`src/rtl/boot_pkg.sv`:
```
`default_nettype none
// +----------------------------------------------------------------------+
// | boot_pkg : shared state encoding and protocol bytes for the loader   |
// | Revision : 1.0                                                        |
// +----------------------------------------------------------------------+
package boot_pkg;

    typedef enum logic [2:0] {
        S_IDLE   = 3'd0,
        S_LEN_LO = 3'd1,
        S_LEN_HI = 3'd2,
        S_DATA   = 3'd3,
        S_CSUM   = 3'd4,
        S_RESP   = 3'd5,
        S_DONE   = 3'd6
    } boot_state_t;

    localparam logic [7:0] BOOT_MAGIC = 8'hA5;
    localparam logic [7:0] BOOT_ACK   = 8'h06;
    localparam logic [7:0] BOOT_NAK   = 8'h15;

    // States in which an inter-byte gap is being timed.
    function automatic logic boot_in_frame(input boot_state_t s);
        return (s == S_LEN_LO) || (s == S_LEN_HI) || (s == S_DATA) || (s == S_CSUM);
    endfunction

endpackage
`default_nettype wire

```
`src/rtl/uart_boot_loader_if.sv`:
```
`default_nettype none
// +----------------------------------------------------------------------+
// | uart_boot_loader_if : UART rx/tx and imem write-port bundle          |
// | Revision : 1.0                                                        |
// +----------------------------------------------------------------------+
interface uart_boot_loader_if #(
    parameter int ADDR_W = 9
) ();
    logic [7:0]        rx_data;
    logic              rx_valid;
    logic              tx_busy;
    logic [7:0]        tx_data;
    logic              tx_start;
    logic              imem_we;
    logic [ADDR_W-1:0] imem_addr;
    logic [31:0]       imem_wdata;
    logic [3:0]        imem_wmask;

    // master = the loader; slave = the UART/memory environment.
    modport master (
        input  rx_data, rx_valid, tx_busy,
        output tx_data, tx_start, imem_we, imem_addr, imem_wdata, imem_wmask
    );

    modport slave (
        output rx_data, rx_valid, tx_busy,
        input  tx_data, tx_start, imem_we, imem_addr, imem_wdata, imem_wmask
    );
endinterface
`default_nettype wire

```
`src/rtl/boot_timeout.sv`:
```
`default_nettype none
// +----------------------------------------------------------------------+
// | boot_timeout : inter-byte idle counter with clear/enable and expiry  |
// | Revision : 1.0                                                        |
// +----------------------------------------------------------------------+
module boot_timeout #(
    parameter int TIMEOUT_CYCLES = 1000000,
    parameter int CNT_W          = 20
) (
    input  wire  clk,
    input  wire  rst,
    input  wire  i_clear,
    input  wire  i_enable,
    output logic o_expired
);
    localparam logic [CNT_W-1:0] LAST_IDLE = CNT_W'(TIMEOUT_CYCLES - 1);
    localparam logic [CNT_W-1:0] CNT_MAX   = {CNT_W{1'b1}};

    logic [CNT_W-1:0] count_q;
    logic [CNT_W-1:0] count_d;

    always_comb begin
        count_d = count_q;
        if (i_clear || !i_enable) begin
            count_d = '0;
        end else if (count_q != CNT_MAX) begin
            count_d = count_q + 1'b1;
        end
    end

    always_ff @(posedge clk) begin
        if (!rst) begin
            count_q <= '0;
        end else begin
            count_q <= count_d;
        end
    end

    // Fires on the idle cycle that completes TIMEOUT_CYCLES idle cycles.
    assign o_expired = i_enable && !i_clear && (count_q == LAST_IDLE);

endmodule
`default_nettype wire

```
`src/rtl/uart_boot_loader.sv`:
```
`default_nettype none
// +----------------------------------------------------------------------+
// | uart_boot_loader : receives a framed image over UART, writes imem,   |
// | verifies the checksum, answers ACK/NAK and releases the core.        |
// | Revision : 1.0                                                        |
// +----------------------------------------------------------------------+
module uart_boot_loader
    import boot_pkg::*;
#(
    parameter int ADDR_W         = 9,
    parameter int MAX_WORDS      = 512,
    parameter int TIMEOUT_CYCLES = 1000000,
    parameter int CNT_W          = 20
) (
    input  wire                clk,
    input  wire                rst,
    uart_boot_loader_if.master bus,
    output logic               core_hold,
    output logic               load_done,
    output logic               load_error
);
    localparam int              LEN_W   = ADDR_W + 1;
    localparam logic [15:0]     MAX_LEN = 16'(MAX_WORDS);

    boot_state_t       state_q,      state_d;
    logic [7:0]        len_lo_q,     len_lo_d;
    logic [LEN_W-1:0]  len_q,        len_d;
    logic [ADDR_W-1:0] word_idx_q,   word_idx_d;
    logic [1:0]        byte_cnt_q,   byte_cnt_d;
    logic [31:0]       word_q,       word_d;
    logic [7:0]        sum_q,        sum_d;
    logic [7:0]        resp_q,       resp_d;
    logic [7:0]        tx_data_q,    tx_data_d;
    logic              tx_start_q,   tx_start_d;
    logic              imem_we_q,    imem_we_d;
    logic [ADDR_W-1:0] imem_addr_q,  imem_addr_d;
    logic [31:0]       imem_wdata_q, imem_wdata_d;
    logic [3:0]        imem_wmask_q, imem_wmask_d;
    logic              core_hold_q,  core_hold_d;
    logic              load_done_q,  load_done_d;
    logic              load_error_q, load_error_d;

    logic              w_to_enable;
    logic              w_to_expired;
    logic [15:0]       w_len;
    logic [31:0]       w_word;
    logic [LEN_W-1:0]  w_last_idx;

    assign w_to_enable = boot_in_frame(state_q);

    boot_timeout #(
        .TIMEOUT_CYCLES (TIMEOUT_CYCLES),
        .CNT_W          (CNT_W)
    ) u_timeout (
        .clk       (clk),
        .rst       (rst),
        .i_clear   (bus.rx_valid),
        .i_enable  (w_to_enable),
        .o_expired (w_to_expired)
    );

    always_comb begin
        state_d      = state_q;
        len_lo_d     = len_lo_q;
        len_d        = len_q;
        word_idx_d   = word_idx_q;
        byte_cnt_d   = byte_cnt_q;
        word_d       = word_q;
        sum_d        = sum_q;
        resp_d       = resp_q;
        tx_data_d    = tx_data_q;
        tx_start_d   = 1'b0;
        imem_we_d    = 1'b0;
        imem_addr_d  = imem_addr_q;
        imem_wdata_d = imem_wdata_q;
        imem_wmask_d = 4'h0;
        core_hold_d  = core_hold_q;
        load_done_d  = load_done_q;
        load_error_d = load_error_q;

        w_len      = {bus.rx_data, len_lo_q};
        w_word     = word_q;
        w_word[{byte_cnt_q, 3'b000} +: 8] = bus.rx_data;
        w_last_idx = len_q - LEN_W'(1);

        case (state_q)
            S_IDLE: begin
                if (bus.rx_valid && bus.rx_data == BOOT_MAGIC) begin
                    load_error_d = 1'b0;
                    word_idx_d   = '0;
                    byte_cnt_d   = '0;
                    sum_d        = '0;
                    state_d      = S_LEN_LO;
                end
            end
            S_LEN_LO: begin
                if (bus.rx_valid) begin
                    len_lo_d = bus.rx_data;
                    state_d  = S_LEN_HI;
                end
            end
            S_LEN_HI: begin
                if (bus.rx_valid) begin
                    len_d = w_len[LEN_W-1:0];
                    if (w_len > MAX_LEN) begin
                        resp_d  = BOOT_NAK;
                        state_d = S_RESP;
                    end else if (w_len == 16'd0) begin
                        state_d = S_CSUM;
                    end else begin
                        state_d = S_DATA;
                    end
                end
            end
            S_DATA: begin
                if (bus.rx_valid) begin
                    word_d     = w_word;
                    sum_d      = sum_q + bus.rx_data;
                    byte_cnt_d = byte_cnt_q + 2'd1;
                    // Fourth byte completes the word; the write lands next cycle.
                    if (byte_cnt_q == 2'd3) begin
                        imem_we_d    = 1'b1;
                        imem_addr_d  = word_idx_q;
                        imem_wdata_d = w_word;
                        word_idx_d   = word_idx_q + 1'b1;
                        if ({1'b0, word_idx_q} == w_last_idx) begin
                            state_d = S_CSUM;
                        end
                    end
                end
            end
            S_CSUM: begin
                if (bus.rx_valid) begin
                    resp_d  = (bus.rx_data == sum_q) ? BOOT_ACK : BOOT_NAK;
                    state_d = S_RESP;
                end
            end
            S_RESP: begin
                if (!bus.tx_busy) begin
                    tx_start_d = 1'b1;
                    tx_data_d  = resp_q;
                    if (resp_q == BOOT_ACK) begin
                        state_d = S_DONE;
                    end else begin
                        load_error_d = 1'b1;
                        state_d      = S_IDLE;
                    end
                end
            end
            S_DONE: begin
                core_hold_d = 1'b0;
                load_done_d = 1'b1;
            end
            default: begin
                state_d = S_IDLE;
            end
        endcase

        // Expiry only occurs on a cycle without rx_valid, so it never races a byte.
        if (w_to_expired) begin
            resp_d  = BOOT_NAK;
            state_d = S_RESP;
        end

        if (imem_we_d) begin
            imem_wmask_d = 4'hF;
        end
    end

    always_ff @(posedge clk) begin
        if (!rst) begin
            state_q      <= S_IDLE;
            len_lo_q     <= '0;
            len_q        <= '0;
            word_idx_q   <= '0;
            byte_cnt_q   <= '0;
            word_q       <= '0;
            sum_q        <= '0;
            resp_q       <= '0;
            tx_data_q    <= '0;
            tx_start_q   <= 1'b0;
            imem_we_q    <= 1'b0;
            imem_addr_q  <= '0;
            imem_wdata_q <= '0;
            imem_wmask_q <= 4'h0;
            core_hold_q  <= 1'b1;
            load_done_q  <= 1'b0;
            load_error_q <= 1'b0;
        end else begin
            state_q      <= state_d;
            len_lo_q     <= len_lo_d;
            len_q        <= len_d;
            word_idx_q   <= word_idx_d;
            byte_cnt_q   <= byte_cnt_d;
            word_q       <= word_d;
            sum_q        <= sum_d;
            resp_q       <= resp_d;
            tx_data_q    <= tx_data_d;
            tx_start_q   <= tx_start_d;
            imem_we_q    <= imem_we_d;
            imem_addr_q  <= imem_addr_d;
            imem_wdata_q <= imem_wdata_d;
            imem_wmask_q <= imem_wmask_d;
            core_hold_q  <= core_hold_d;
            load_done_q  <= load_done_d;
            load_error_q <= load_error_d;
        end
    end

    assign bus.tx_data    = tx_data_q;
    assign bus.tx_start   = tx_start_q;
    assign bus.imem_we    = imem_we_q;
    assign bus.imem_addr  = imem_addr_q;
    assign bus.imem_wdata = imem_wdata_q;
    assign bus.imem_wmask = imem_wmask_q;
    assign core_hold      = core_hold_q;
    assign load_done      = load_done_q;
    assign load_error     = load_error_q;

endmodule
`default_nettype wire

```
`src/flat_wrapper.sv`:
```
// flat-port wrapper written by rule: the top's interface ports become plain ports
module uart_boot_loader_flat import boot_pkg::*;
#(
    parameter int ADDR_W         = 9,
    parameter int MAX_WORDS      = 512,
    parameter int TIMEOUT_CYCLES = 1000000,
    parameter int CNT_W          = 20
)
  (clk, rst, core_hold, load_done, load_error, bus_rx_data, bus_rx_valid, bus_tx_busy, bus_tx_data, bus_tx_start, bus_imem_we, bus_imem_addr, bus_imem_wdata, bus_imem_wmask);
  uart_boot_loader_if #(.ADDR_W(ADDR_W)) bus_i ();
  input  wire clk;
  input  wire rst;
  output logic core_hold;
  output logic load_done;
  output logic load_error;
  input wire logic [$bits(bus_i.rx_data)-1:0] bus_rx_data;
  input wire logic [$bits(bus_i.rx_valid)-1:0] bus_rx_valid;
  input wire logic [$bits(bus_i.tx_busy)-1:0] bus_tx_busy;
  output wire logic [$bits(bus_i.tx_data)-1:0] bus_tx_data;
  output wire logic [$bits(bus_i.tx_start)-1:0] bus_tx_start;
  output wire logic [$bits(bus_i.imem_we)-1:0] bus_imem_we;
  output wire logic [$bits(bus_i.imem_addr)-1:0] bus_imem_addr;
  output wire logic [$bits(bus_i.imem_wdata)-1:0] bus_imem_wdata;
  output wire logic [$bits(bus_i.imem_wmask)-1:0] bus_imem_wmask;
  assign bus_i.rx_data = bus_rx_data;
  assign bus_i.rx_valid = bus_rx_valid;
  assign bus_i.tx_busy = bus_tx_busy;
  assign bus_tx_data = bus_i.tx_data;
  assign bus_tx_start = bus_i.tx_start;
  assign bus_imem_we = bus_i.imem_we;
  assign bus_imem_addr = bus_i.imem_addr;
  assign bus_imem_wdata = bus_i.imem_wdata;
  assign bus_imem_wmask = bus_i.imem_wmask;
  uart_boot_loader #(.ADDR_W(ADDR_W), .MAX_WORDS(MAX_WORDS), .TIMEOUT_CYCLES(TIMEOUT_CYCLES), .CNT_W(CNT_W)) u_core (.clk(clk), .rst(rst), .bus(bus_i), .core_hold(core_hold), .load_done(load_done), .load_error(load_error));
endmodule
```
`config.mk`:
```
export PLATFORM = sky130hd
export DESIGN_NAME = uart_boot_loader_flat
export DESIGN_NICKNAME = d
export VERILOG_FILES = /design/src/rtl/boot_pkg.sv /design/src/rtl/uart_boot_loader_if.sv /design/src/rtl/boot_timeout.sv /design/src/rtl/uart_boot_loader.sv /design/src/flat_wrapper.sv
export SDC_FILE = /design/constraint.sdc
export NUM_CORES = 1
export LEC_CHECK = 0
export CAP_MARGIN = 20
export CORE_ASPECT_RATIO = 0.75
export CORE_MARGIN = 2
export CORE_UTILIZATION = 36
export CTS_CLUSTER_DIAMETER = 100
export DETAILED_ROUTE_END_ITERATION = 10
export PLACE_DENSITY = 0.62
export SKIP_LAST_GASP = 1
export SLEW_MARGIN = 20
export SYNTH_ARGS = -nofsm -noshare
export SYNTH_HDL_FRONTEND = slang
export SYNTH_SLANG_ARGS = --single-unit
```
`constraint.sdc`:
```
create_clock -name clk -period 2.3 [get_ports clk]
set_clock_uncertainty 0.1 [all_clocks]
set_input_delay 0.46 -clock clk [delete_from_list [all_inputs] [get_ports clk]]
set_output_delay 0.46 -clock clk [all_outputs]
set_load 0.05 [all_outputs]
```
# Yosys cells after proc, flatten, opt, wreduce, memory -nomap -nowiden
# Index checks and enable logic that the tools add are counted.
# classes
n_bitwise	3
muxes	39
n_lt_le_gt_ge	1
add_sub_neg	6
shifts	2
n_reduce_logical	30
eq_ne	33
# ops
op	count
8-bit 2-to-1 mux	5
3-bit 2-to-1 mux	12
32-bit bitwise mux	1
8-bit case mux with 2 select lines	2
8-bit by 7-bit variable shift with 32-bit output, first input constant	1
8-bit by 7-bit variable part select with 32-bit output	1
9-bit 2-to-1 mux	3
3-bit != test, second input constant	8
3-bit case mux with 7 select lines	1
20-bit by 1-bit adder with 20-bit output, second input constant	1
20-bit == test, second input constant	1
2-bit != test, second input constant	10
20-bit != test, second input constant	1
9-bit case mux with 2 select lines	1
9-bit AND reduction	2
16-bit by 10-bit > comparator with 1-bit output, second input constant	1
16-bit zero test	1
4-bit AND reduction	4
9-bit by 10-bit == test with 1-bit output	1
5-bit 2-to-1 mux	2
2-bit AND reduction	5
10-bit by 1-bit subtractor with 10-bit output, second input constant	1
9-bit by 1-bit adder with 9-bit output, second input constant	1
3-bit == test, second input constant	3
25 further kinds	45
# totals
reg_bits	158
out_inout_bits	58
elab_cells	134
in_bits	12

# Depth between registers and ports, before layout
# Gate-level depths: netlist (run 1).
# logic_depth
word_depth	8
depth_mapped	8
ltp_nobuf	8

# Hierarchy
# Synthesis (run 1) repeated with hierarchy kept, for this count alone.
# unflattened
cells_unflattened	808
area_unflattened_um2	6830.3
# modules_own_cells
mod	area_each_um2	instances	cells_each	seq_area_each_um2
uart_boot_loader	5651.7	1	670	2482.4
boot_timeout	1178.6	1	138	400.4

# Least setup slack after synthesis (run 1)
# No wires, ideal clock.
# synth_timing
path_type	input-to-reg
from	in bus_rx_data[3]
to	reg u_core.state_q[0]
required_ps	2080
setup_ps	120
path_buffers	0
arrival_ps	2070
stages	6
slack_ps	10
cell_sequence	or3_4 -> or4_1 -> o31ai_1 -> a21oi_1 -> mux2_2 -> o31a_1
# synth_via
elab_chain_len	6
# synth_lines
item	line	text
start: declaration	flat_wrapper.sv:16	input wire logic [$bits(bus_i.rx_data)-1:0] bus_rx_data;
branches (longest 6 deep; another with 16-bit by 10-bit > comparator with 1-bit output)	-	
end signal: assignment	uart_boot_loader.sv:190	state_q <= state_d;
end: declaration	uart_boot_loader.sv:25	boot_state_t state_q, state_d;
# Several ways; the timed one is not identified. The select of a mux whose other input is x is not followed.
# A chain may end at the register's enable or synchronous reset.

# Final worst setup path (run 1)
# Ends and elaborated chain as after synthesis.

==> insert_results.sql, run 1 <==
INSERT INTO impl_metrics (metric_group, metric, value, unit) VALUES
('layout', 'nNetsFinal', '931', ''),
('global_routing', 'grt_max_degree', '59', ''),
('floorplanning', 'row_count', '43', ''),
('clock_tree', 'cts_max_path_buffers', '2', ''),
('status', 'failing_checks', 'negative setup slack', ''),
('worst_setup_path', 'worstPathRequired', '2.51', 'ns'),
('clock_tree', 'tritoncts_clock_tree', 'yes', ''),
('route', 'top_layer_used', 'met4', ''),
('sta', 'achievable-frequency', '0.426', 'GHz'),
('floorplanning', 'pin_count', '70', ''),
('worst_setup_path', 'start_kind', 'input port', ''),
('synth', 'ys_seq_elements', '144', ''),
('sta', 'timing_max_transition_violations_final', '0', ''),
('worst_setup_path', 'delay_of_the_slowest_cell_on_the_worst_path', '0.45', 'ns'),
('power_and_ir_drop', 'power', '7.10', 'mW'),
('synth', 'yosysSeqAreaShare', '42.1', '%'),
('global_routing', 'initial_antenna_violation_count', '0', ''),
('route', 'final_antenna_net_count', '0', ''),
('route', 'dr.pass1.iters', '5', ''),
('global_routing', 'first_global_vias', '5513', ''),
('synth', 'post_synth.cell_area_avg', '8.77', 'um2'),
('synth', 'post-synth-top-area-cell', 'dfxtp_1', ''),
('global_routing', 'first_pass_grt_wire_length', '28.0', 'mm'),
('route', 'met2_length', '7.50', 'mm'),
('synth', 'ys_warn_count', '0', ''),
('worst_setup_path', 'end_kind', 'flop', ''),
('clock_tree', 'clock_sink_count', '144', ''),
('route', 'count_of_vias_placed_by_the_detailed_router', '5906', ''),
('worst_setup_path', 'crit_path_kind', 'input port to flop', ''),
('power_and_ir_drop', 'leakagePower', '3.92', 'nW'),
('layout', 'share_of_final_layout_standard_cells_stronger_than_drive_strength_1', '16.6', '%'),
('sta', 'min_period', '2.35', 'ns'),
('synth', 'synth.distinct_cells', '65', ''),
('route', 'wl', '17.2', 'mm'),
('route', 'routed_length_per_instance', '14.8', 'um'),
('clock_tree', 'cts-buffers-inserted', '17', ''),
('sta', 'final_min_period_over_clock_period', '102', '%'),
('sta', 'finalHoldViolCount', '0', ''),
('clock_tree', 'clk_latency', '0.42', 'ns'),
('sta', 'post-route-worst-setup-slack', '-0.0490', 'ns'),
('global_routing', 'global_route.usage.total', '17.6', '%'),
('synth', 'yosys_most_used_dff', 'dfxtp_1', ''),
('worst_setup_path', 'cp_cell_sequence', 'clkdlybuf4s50_1 -> or3_4 -> or4_4 -> o31ai_2 -> a21oi_1 -> mux2_2 -> o31a_1', ''),
('job', 'drv_cap', '0', ''),
('synth', 'synth_cell_area', '6850', 'um2'),
('worst_setup_path', 'critical_path_s_top_delay_family', 'simple AND/OR/NAND/NOR gates', ''),
('synth', 'synth_top_cells_by_area', 'dfxtp_1 42%, o211a_1 7.0%, nand2_1 5.8%, nor2b_1 4.4%, a21oi_1 3.9%', ''),
('floorplanning', 'core_region_area', '18600', 'um2'),
('route', 'met1Wirelength', '8.94', 'mm'),
('sta', 'slew-limit-headroom', '47.6', '%'),
('worst_setup_path', 'worst_path_max_delay_cell', 'or4_4', ''),
('floorplanning', 'start_util', '36.9', '%'),
('worst_setup_path', 'path_buf_inv', '1', ''),
('clock_tree', 'clkSlewWorstSetupHoldPaths', '0.06', 'ns'),
('synth', 'synth_largest_type_area_fraction', '42.1', '%'),
('place', 'routability_cong', '0.847', ''),
('route', 'drt-initial-drc-count', '255', ''),
('sta', 'grt_setup_unrepaired', 'yes', ''),
('clock_tree', 'ctsRootBufferMaster', 'clkbuf_16', ''),
('layout', 'areaGrowthSynthToFinish', '32.4', '%'),
('status', 'run_status', 'finished, violations left', ''),
('place', 'dp.cells', '1130', ''),
('sta', 'setup_viol', '1', ''),
('place', 'dp_hpwl', '11.9', 'mm'),
('floorplanning', 'dieArea', '20200', 'um2'),
('sta', 'setup_total_negative_slack', '-0.0490', 'ns'),
('synth', 'synthMostInstantiatedCell', 'dfxtp_1', ''),
('global_routing', 'grt_overflow', '0', ''),
('layout', 'final_core_utilization', '48.8', '%'),
('floorplanning', 'die_w', '163', 'um'),
('power_and_ir_drop', 'vdd_ir_drop_max', '0.360', 'mV');
## placed cells by master (no fill, tap or decap), types with 11 or more instances in the layout
master / count
a21boi_0: 17
nand2_1: 105
nand4_1: 16
nand3_1: 14
ha_1: 16
a21oi_1: 51
o211a_1: 48
nor2_1: 61
dfxtp_1: 143
mux2i_1: 14
nor2b_1: 47
xor2_1: 21
clkbuf_16: 17
xnor2_1: 17
buf_4: 80
a211oi_1: 18
inv_1: 16
clkdlybuf4s50_1: 61
nor3_1: 11
## cell families after synthesis
logic type	Yosys count	synth area share (%)
fa+ha+maj	18	3.36
simple gates	313	23.0
flops	144	42.1
compound gates	182	20.0
buf+inv	70	4.39
mux	15	2.21
other cells	1	0.0548
xor+xnor	38	4.86
## worst register-to-register path: cells and delay by family, from the launching register on
family             cells  cell delay [ns]
AOI/OAI and AO/OA      4             1.10
DFF                    1             0.33
and+or+nand+nor        2             0.65
## worst paths after layout
check	start	end	slack [ns]	cells after the start
max	bus_rx_data[3]	u_core.state_q[0]	-0.05	7
min	rst	u_core.bus.imem_addr[4]	0.35	2
max reg2reg	u_core.len_q[0]	u_core.state_q[0]	0	6
min reg2reg	u_core.bus.imem_addr[8]	u_core.bus.imem_addr[8]	0.36	2
## where the power goes
group,internal (mW),switching [mW],total (mW)
Clock,1.82,1.10,2.92
Combinational,0.662,0.793,1.46
Sequential,2.61,0.113,2.72
Total,5.09,2.01,7.10
## registers in the layout, summed over array words and instances, names as in the netlist, 2 cells and up
name,flops
u_core.word_idx_q,9
u_core.state_q,3
u_core.bus.imem_wdata,32
u_core.u_timeout.count_q,20
u_core.resp_q,3
u_core.bus.imem_addr,9
u_core.word_q,32
u_core.sum_q,8
u_core.bus.tx_data,3
u_core.len_q,10
u_core.len_lo_q,8
u_core.byte_cnt_q,2
## through the flow
stage | area [um2] | hold slack [ns]
after floorplan | 6860 | 0.349
after global placement | 8330 | 0.350
after detailed placement | 8330 | 0.350
after CTS | 8980 | 0.343
after global routing | 9070 | 0.373
final | 9070 | 0.351
## routing by layer
| metal | GRT usage [%] | vias to the layer above |
|---|---|---|
| met5 | 0 | - |
| met4 | 5.37 | 0 |
| met3 | 3.89 | 12 |
| met2 | 26.7 | 96 |
| met1 | 25.1 | 2813 |
| li1 | - | 2985 |
## timing repair
action                                  in CTS  in global routing
endpoints found under the setup margin      22                 23
hold buffers                                 0                  0
resized for setup                            8                 22
pin swaps                                    3                  7
## final cells by class
class | instances | area (um2)
tap | 247 | 309
sequential | 144 | 2880
fill | 1761 | 9500
clock inverter | 13 | 186
multi-input combinational | 570 | 3800
clock buffer | 19 | 433
inverter | 17 | 63.8
timing repair buffer | 152 | 1390
(Power assumes the default switching activity.)
==> inputs of run 2 (changes only) <==
--- a/config.mk
+++ b/config.mk
@@ -13,7 +13,7 @@
 export DETAILED_ROUTE_END_ITERATION = 10
 export PLACE_DENSITY = 0.62
 export SKIP_LAST_GASP = 1
-export SLEW_MARGIN = 20
+export SLEW_MARGIN = 15
 export SYNTH_ARGS = -nofsm -noshare
 export SYNTH_HDL_FRONTEND = slang
 export SYNTH_SLANG_ARGS = --single-unit
==> constraint.sdc (replaced) <==
create_clock -name clk -period 2.3 [get_ports clk]
set_clock_uncertainty 0.1 [all_clocks]
set_input_delay 0.575 -clock clk [delete_from_list [all_inputs] [get_ports clk]]
set_output_delay 0.575 -clock clk [all_outputs]
set_load 0.05 [all_outputs]
==> insert_results.sql, run 2 (synthesis results as in run 1) <==
INSERT INTO impl_metrics (metric_group, metric, value, unit) VALUES
('place', 'routability_cong', '0.856', ''),
('floorplanning', 'pin_count', '70', ''),
('clock_tree', 'clock_sink_count', '144', ''),
('power_and_ir_drop', 'vdd_ir_drop_max', '0.480', 'mV'),
('clock_tree', 'ctsRootBufferMaster', 'clkbuf_16', ''),
('worst_setup_path', 'crit_path_kind', 'input port to flop', ''),
('worst_setup_path', 'worst_path_max_delay_cell', 'or4_4', ''),
('sta', 'setup_viol', '0', ''),
('clock_tree', 'holdBufCountCts', '0', ''),
('floorplanning', 'dieArea', '20200', 'um2'),
('layout', 'layout.cells.most_common_list', '144 x dfxtp_1, 105 x nand2_1, 82 x buf_4, 62 x nor2_1, 51 x a21oi_1', ''),
('global_routing', 'first_global_vias', '5465', ''),
('global_routing', 'initial_antenna_violation_count', '0', ''),
('floorplanning', 'core_region_area', '18600', 'um2'),
('worst_setup_path', 'delay_of_the_slowest_cell_on_the_worst_path', '0.45', 'ns'),
('layout', 'mostFrequentLayoutCell', 'dfxtp_1', ''),
('layout', 'final_core_utilization', '48.9', '%'),
('clock_tree', 'cts-htree-levels', '4', ''),
('clock_tree', 'tritoncts_clock_tree', 'yes', ''),
('worst_setup_path', 'end_kind', 'flop', ''),
('route', 'drcViolationCount', '0', ''),
('power_and_ir_drop', 'pwr_density_cell', '736', 'nW/um2'),
('layout', 'nNetsFinal', '935', ''),
('global_routing', 'grt_overflow', '0', ''),
('worst_setup_path', 'worstPathRequired', '2.51', 'ns'),
('sta', 'min_period', '2.30', 'ns'),
('route', 'dr.pass1.iters', '5', ''),
('worst_hold_path', 'hold_path.class', 'flop to flop', ''),
('floorplanning', 'start_util', '36.9', '%'),
('sta', 'grt_setup_unrepaired', 'yes', ''),
('floorplanning', 'die_w', '163', 'um'),
('layout', 'finish.cell_count_without_fillers', '1165', ''),
('layout', 'share_of_final_layout_standard_cells_stronger_than_drive_strength_1', '16.2', '%'),
('job', 'drv_cap', '0', ''),
('worst_setup_path', 'critical_path_s_top_delay_family', 'simple AND/OR/NAND/NOR gates', ''),
('route', 'drt-initial-drc-count', '363', ''),
('clock_tree', 'cts_max_path_buffers', '2', ''),
('sta', 'achievable-frequency', '0.435', 'GHz'),
('route', 'wl', '16.9', 'mm'),
('worst_setup_path', 'cp_cell_sequence', 'dlygate4sd2_1 -> or3_4 -> or4_4 -> o31ai_2 -> a21oi_1 -> mux2_2 -> o31a_1', ''),
('layout', 'num_antenna_cells', '0', ''),
('worst_setup_path', 'path_buf_inv', '1', ''),
('status', 'run_status', 'completed', ''),
('sta', 'measured_slew_at_the_worst_slew_check_pin', '0.601', 'ns'),
('sta', 'finalHoldViolCount', '0', ''),
('global_routing', 'global_route.usage.total', '17.5', '%'),
('floorplanning', 'row_count', '43', ''),
('worst_setup_path', 'timing.critical_path.fanout_max', '2', ''),
('route', 'routed_via_density', '4.97', ''),
('sta', 'slew-limit-headroom', '59.7', '%'),
('sta', 'timing_max_transition_violations_final', '0', ''),
('place', 'io_buffers', '65', ''),
('worst_setup_path', 'start_kind', 'input port', ''),
('clock_tree', 'clkSlewWorstSetupHoldPaths', '0.06', 'ns'),
('floorplanning', 'die-height', '123', 'um'),
('route', 'count_of_vias_placed_by_the_detailed_router', '5790', ''),
('global_routing', 'grt_max_degree', '56', ''),
('route', 'final_antenna_net_count', '0', ''),
('clock_tree', 'clk_latency', '0.43', 'ns'),
('clock_tree', 'cts-buffers-inserted', '17', ''),
('worst_setup_path', 'critPathArrivalTime', '2.51', 'ns'),
('place', 'dp.cells', '1132', ''),
('power_and_ir_drop', 'leakagePower', '4.20', 'nW'),
('global_routing', 'first_pass_grt_wire_length', '27.7', 'mm'),
('route', 'routed_length_per_instance', '14.5', 'um'),
('sta', 'final_min_period_over_clock_period', '99.9', '%'),
('layout', 'areaGrowthSynthToFinish', '32.4', '%'),
('place', 'dp_hpwl', '11.8', 'mm');
[run 2: changes by cell type in the layout (fill, tap and decap cells not counted), moves of 2 or more]
cell             previous run  this run
clkdlybuf4s50_1            61        33
dlymetal6s2s_1              3        17
dlygate4sd2_1               0        13
buf_12                      7        10
bufinv_16                   4         1
clkinvlp_4                  1         4
buf_4                      80        82
clkbuf_1                    2         4
clkinv_4                    4         2
[run 2: stage by stage]
step	worst slack [ns]	hold WS, ns	power, mW	instance area [um2]	setup TNS (ns)
floorplan	-0.0535	0.349	3.59	6860	-0.0535
global route	-0.0674	0.386	7.00	9070	-0.0803
global placement	-0.599	0.350	4.12	8380	-17.66
CTS	-0.0330	0.365	6.72	8960	-0.0333
finish	0.00180	0.360	6.67	9070	0
detailed placement	-0.627	0.356	4.13	8380	-17.72
[run 2: path summary, 6_finish.rpt]
| path | from | to | slack [ns] | cells after the start |
|---|---|---|---|---|
| worst max-delay path | bus_rx_data[3] | u_core.state_q[0] | 0.002 | 7 |
| worst max register to register | u_core.len_q[0] | u_core.state_q[0] | 0.07 | 8 |
| worst min-delay path | u_core.bus.imem_addr[7] | u_core.bus.imem_addr[7] | 0.36 | 2 |
| worst min register to register | u_core.bus.imem_addr[7] | u_core.bus.imem_addr[7] | 0.36 | 2 |
[run 2: worst min-delay path: cells and delay by family, from the launching register on]
| kind | cells | cell delay, ns |
|---|---|---|
| DFF | 1 | 0.31 |
| AOI/OAI and AO/OA | 1 | 0.06 |
| and+or+nand+nor | 1 | 0.04 |
[run 2: timing repair]
item | CTS | global route
resized for setup | 25 | 27
buffers inserted | 2 | 0
pin swaps | 10 | 7
cloned | 0 | 0
setup endpoints to repair | 34 | 35
[run 2: area by class of cell]
| cell class | count | area, um2 |
|---|---|---|
| multi-input cells | 570 | 3790 |
| repair buffers | 156 | 1480 |
| clock inverters | 9 | 87.6 |
| fillers | 1740 | 9490 |
| clock buffers | 22 | 454 |
| flip-flops and latches | 144 | 2880 |
| inverters | 17 | 63.8 |
| well taps | 247 | 309 |
[run 2: metal layers]
layer	wire [um]	global-route usage, %	vias up	share of wire, %
met1	8930	25.9	2660	53
met2	7020	24.8	122	41
met4	186	5.25	0	1.1
met5	0	0	-	0
met3	791	4.53	16	4.7
li1	-	-	2992	-
[run 2: power by group]
group	internal (mW)	switching (mW)	total [mW]	leakage [nW]
logic	0.616	0.785	1.40	2.79
clock network	1.51	1.05	2.56	0.252
registers	2.61	0.106	2.71	1.16
==> inputs of run 3 (changes only) <==
--- a/config.mk
+++ b/config.mk
@@ -11,7 +11,7 @@
 export CORE_UTILIZATION = 36
 export CTS_CLUSTER_DIAMETER = 100
 export DETAILED_ROUTE_END_ITERATION = 10
-export PLACE_DENSITY = 0.62
+export PLACE_DENSITY = 0.6
 export SKIP_LAST_GASP = 1
 export SLEW_MARGIN = 15
 export SYNTH_ARGS = -nofsm -noshare
==> constraint.sdc (replaced) <==
create_clock -name clk -period 2.4 [get_ports clk]
set_clock_uncertainty 0.1 [all_clocks]
set_input_delay 0.6 -clock clk [delete_from_list [all_inputs] [get_ports clk]]
set_output_delay 0.6 -clock clk [all_outputs]
set_load 0.05 [all_outputs]
==> insert_results.sql, run 3 (synthesis results as in run 1) <==
INSERT INTO impl_metrics (metric_group, metric, value, unit) VALUES
('layout', 'share_of_final_layout_standard_cells_stronger_than_drive_strength_1', '15.1', '%'),
('floorplanning', 'pin_count', '70', ''),
('global_routing', 'global_route.usage.total', '17.4', '%'),
('layout', 'final_core_utilization', '47.9', '%'),
('power_and_ir_drop', 'leakagePower', '3.83', 'nW'),
('worst_hold_path', 'hp-start', 'u_core.bus.imem_addr[8]', ''),
('layout', 'finish.cell_count_without_fillers', '1149', ''),
('clock_tree', 'clk_latency', '0.42', 'ns'),
('power_and_ir_drop', 'power', '6.44', 'mW'),
('layout', 'sequential_standard_cell_area', '2880', 'um2'),
('worst_setup_path', 'start_kind', 'input port', ''),
('floorplanning', 'row_count', '43', ''),
('route', 'drt-initial-drc-count', '382', ''),
('layout', 'layout.cells.most_common_list', '143 x dfxtp_1, 105 x nand2_1, 69 x buf_4, 62 x nor2_1, 60 x clkdlybuf4s50_1', ''),
('global_routing', 'first_pass_grt_wire_length', '27.6', 'mm'),
('floorplanning', 'core_region_area', '18600', 'um2'),
('global_routing', 'first_global_vias', '5317', ''),
('status', 'failing_checks', 'negative setup slack', ''),
('floorplanning', 'die_w', '163', 'um'),
('clock_tree', 'cts-htree-levels', '4', ''),
('worst_hold_path', 'hold_path.class', 'flop to flop', ''),
('global_routing', 'grt_overflow', '0', ''),
('worst_hold_path', 'hold-path-cell-count', '2', ''),
('floorplanning', 'start_util', '36.9', '%'),
('layout', 'multi_input_comb_area', '3790', 'um2'),
('clock_tree', 'tritoncts_clock_tree', 'yes', ''),
('sta', 'grt_setup_unrepaired', 'yes', ''),
('sta', 'timing_max_transition_violations_final', '0', ''),
('route', 'wl', '17.1', 'mm'),
('global_routing', 'initial_antenna_violation_count', '0', ''),
('worst_setup_path', 'timing.critical_path.fanout_max', '2', ''),
('layout', 'num_antenna_cells', '0', ''),
('worst_setup_path', 'r2r.worst_path.cells', '6', ''),
('layout', 'nNetsFinal', '923', ''),
('clock_tree', 'cts-buffers-inserted', '17', ''),
('global_routing', 'grt.busiest_layer', 'met1', ''),
('global_routing', 'globalRouteMet3Util', '3.62', '%'),
('place', 'post-place-ws', '-0.529', 'ns'),
('layout', 'mostFrequentLayoutCell', 'dfxtp_1', ''),
('floorplanning', 'die-height', '123', 'um'),
('power_and_ir_drop', 'pwr_density_cell', '723', 'nW/um2'),
('sta', 'min_period', '2.41', 'ns'),
('global_routing', 'grt_max_degree', '58', ''),
('clock_tree', 'clkSlewWorstSetupHoldPaths', '0.06', 'ns'),
('place', 'routability_cong', '0.850', ''),
('sta', 'final_hold_slack', '0.359', 'ns'),
('worst_setup_path', 'worstPathRequired', '2.61', 'ns'),
('worst_hold_path', 'min_delay_worst_endpoint', 'u_core.bus.imem_addr[8]', ''),
('worst_setup_path', 'crit_path_kind', 'input port to flop', ''),
('sta', 'slew-limit-headroom', '62.7', '%'),
('clock_tree', 'clock_sink_count', '144', ''),
('job', 'drv_cap', '0', ''),
('route', 'final_antenna_net_count', '0', ''),
('worst_setup_path', 'critPathArrivalTime', '2.62', 'ns'),
('sta', 'achievable-frequency', '0.415', 'GHz'),
('sta', 'final_min_period_over_clock_period', '100', '%'),
('sta', 'setup_viol', '1', ''),
('layout', 'layout_fillers', '1759', ''),
('clock_tree', 'ctsRootBufferMaster', 'clkbuf_16', ''),
('route', 'routed_length_per_instance', '14.9', 'um'),
('global_routing', 'use_met1', '26.0', '%'),
('status', 'run_status', 'finished, violations left', ''),
('clock_tree', 'holdBufCountCts', '0', ''),
('route', 'dr.pass1.iters', '7', ''),
('power_and_ir_drop', 'vdd_ir_drop_max', '0.374', 'mV'),
('place', 'dp.cells', '1119', ''),
('global_routing', 'grtUsageMet2', '24.8', '%'),
('layout', 'areaGrowthSynthToFinish', '30.0', '%'),
('route', 'drcViolationCount', '0', ''),
('clock_tree', 'cts_max_path_buffers', '2', ''),
('worst_setup_path', 'r2r_setup_slack', '0.13', 'ns'),
('worst_setup_path', 'end_kind', 'flop', ''),
('sta', 'measured_slew_at_the_worst_slew_check_pin', '0.556', 'ns'),
('worst_setup_path', 'r2r-end', 'u_core.state_q[0]', ''),
('route', 'count_of_vias_placed_by_the_detailed_router', '5833', ''),
('floorplanning', 'dieArea', '20200', 'um2'),
('place', 'io_buffers', '65', ''),
('worst_setup_path', 'timing.rr.start', 'u_core.len_q[0]', ''),
('sta', 'post-route-worst-setup-slack', '-0.00801', 'ns'),
('sta', 'finalHoldViolCount', '0', ''),
('worst_setup_path', 'timing.critical_path.from', 'bus_rx_data[6]', ''),
('route', 'routed_via_density', '5.08', ''),
('place', 'dp_hpwl', '11.8', 'mm');
[run 3: power by group]
group          leakage, nW  switching (mW)  total [mW]  internal, mW
Clock                0.256           0.964        2.45          1.49
Combinational         2.41           0.780        1.39         0.614
Sequential            1.16          0.0902        2.59          2.50
[run 3: stage by stage]
step                      instance area, um2  setup TNS [ns]
final                                   8900        -0.00801
after global routing                    8900          -0.336
after detailed placement                8240          -10.19
after CTS                               8810        -0.00405
after global placement                  8240          -10.44
after floorplan                         6860               0
[run 3: worst max-delay path: stages]
cell and delay [ns]:
dlygate4sd2_1 0.24, or3_4 0.39, or4_4 0.57, o31ai_4 0.24, a21oi_1 0.09, mux2_2 0.26
o31a_1 0.23
[run 3: worst max-delay path by stage]
stage | cells after the start | end
floorplan | 6 | u_core.state_q[0]
global placement | 7 | u_core.resp_q[0]
detailed placement | 7 | u_core.state_q[0]
CTS | 7 | u_core.state_q[0]
global route | 10 | u_core.word_idx_q[0]
finish | 7 | u_core.state_q[0]
[run 3: area by class of cell]
type,instances,share of cell area [%]
clock buffers,19,4.86
clock inverters,8,1.07
inverters,17,0.717
multi-input cells,570,42.6
flip-flops and latches,144,32.4
well taps,247,3.47
repair buffers,144,14.9
[run 3: timing repair]
item | 4_1_cts | 5_1_grt
gates resized for setup | 13 | 20
hold endpoints to repair | 0 | 0
setup endpoints to repair | 10 | 28
buffers inserted | 1 | 2
pin swaps | 7 | 16
[run 3: metal layers]
layer | wire length, um | vias up | part of all wire, %
li1 | - | 2960 | -
met1 | 9060 | 2749 | 53
met2 | 7110 | 105 | 42
met3 | 655 | 19 | 3.8
met4 | 244 | 0 | 1.4
met5 | 0 | - | 0
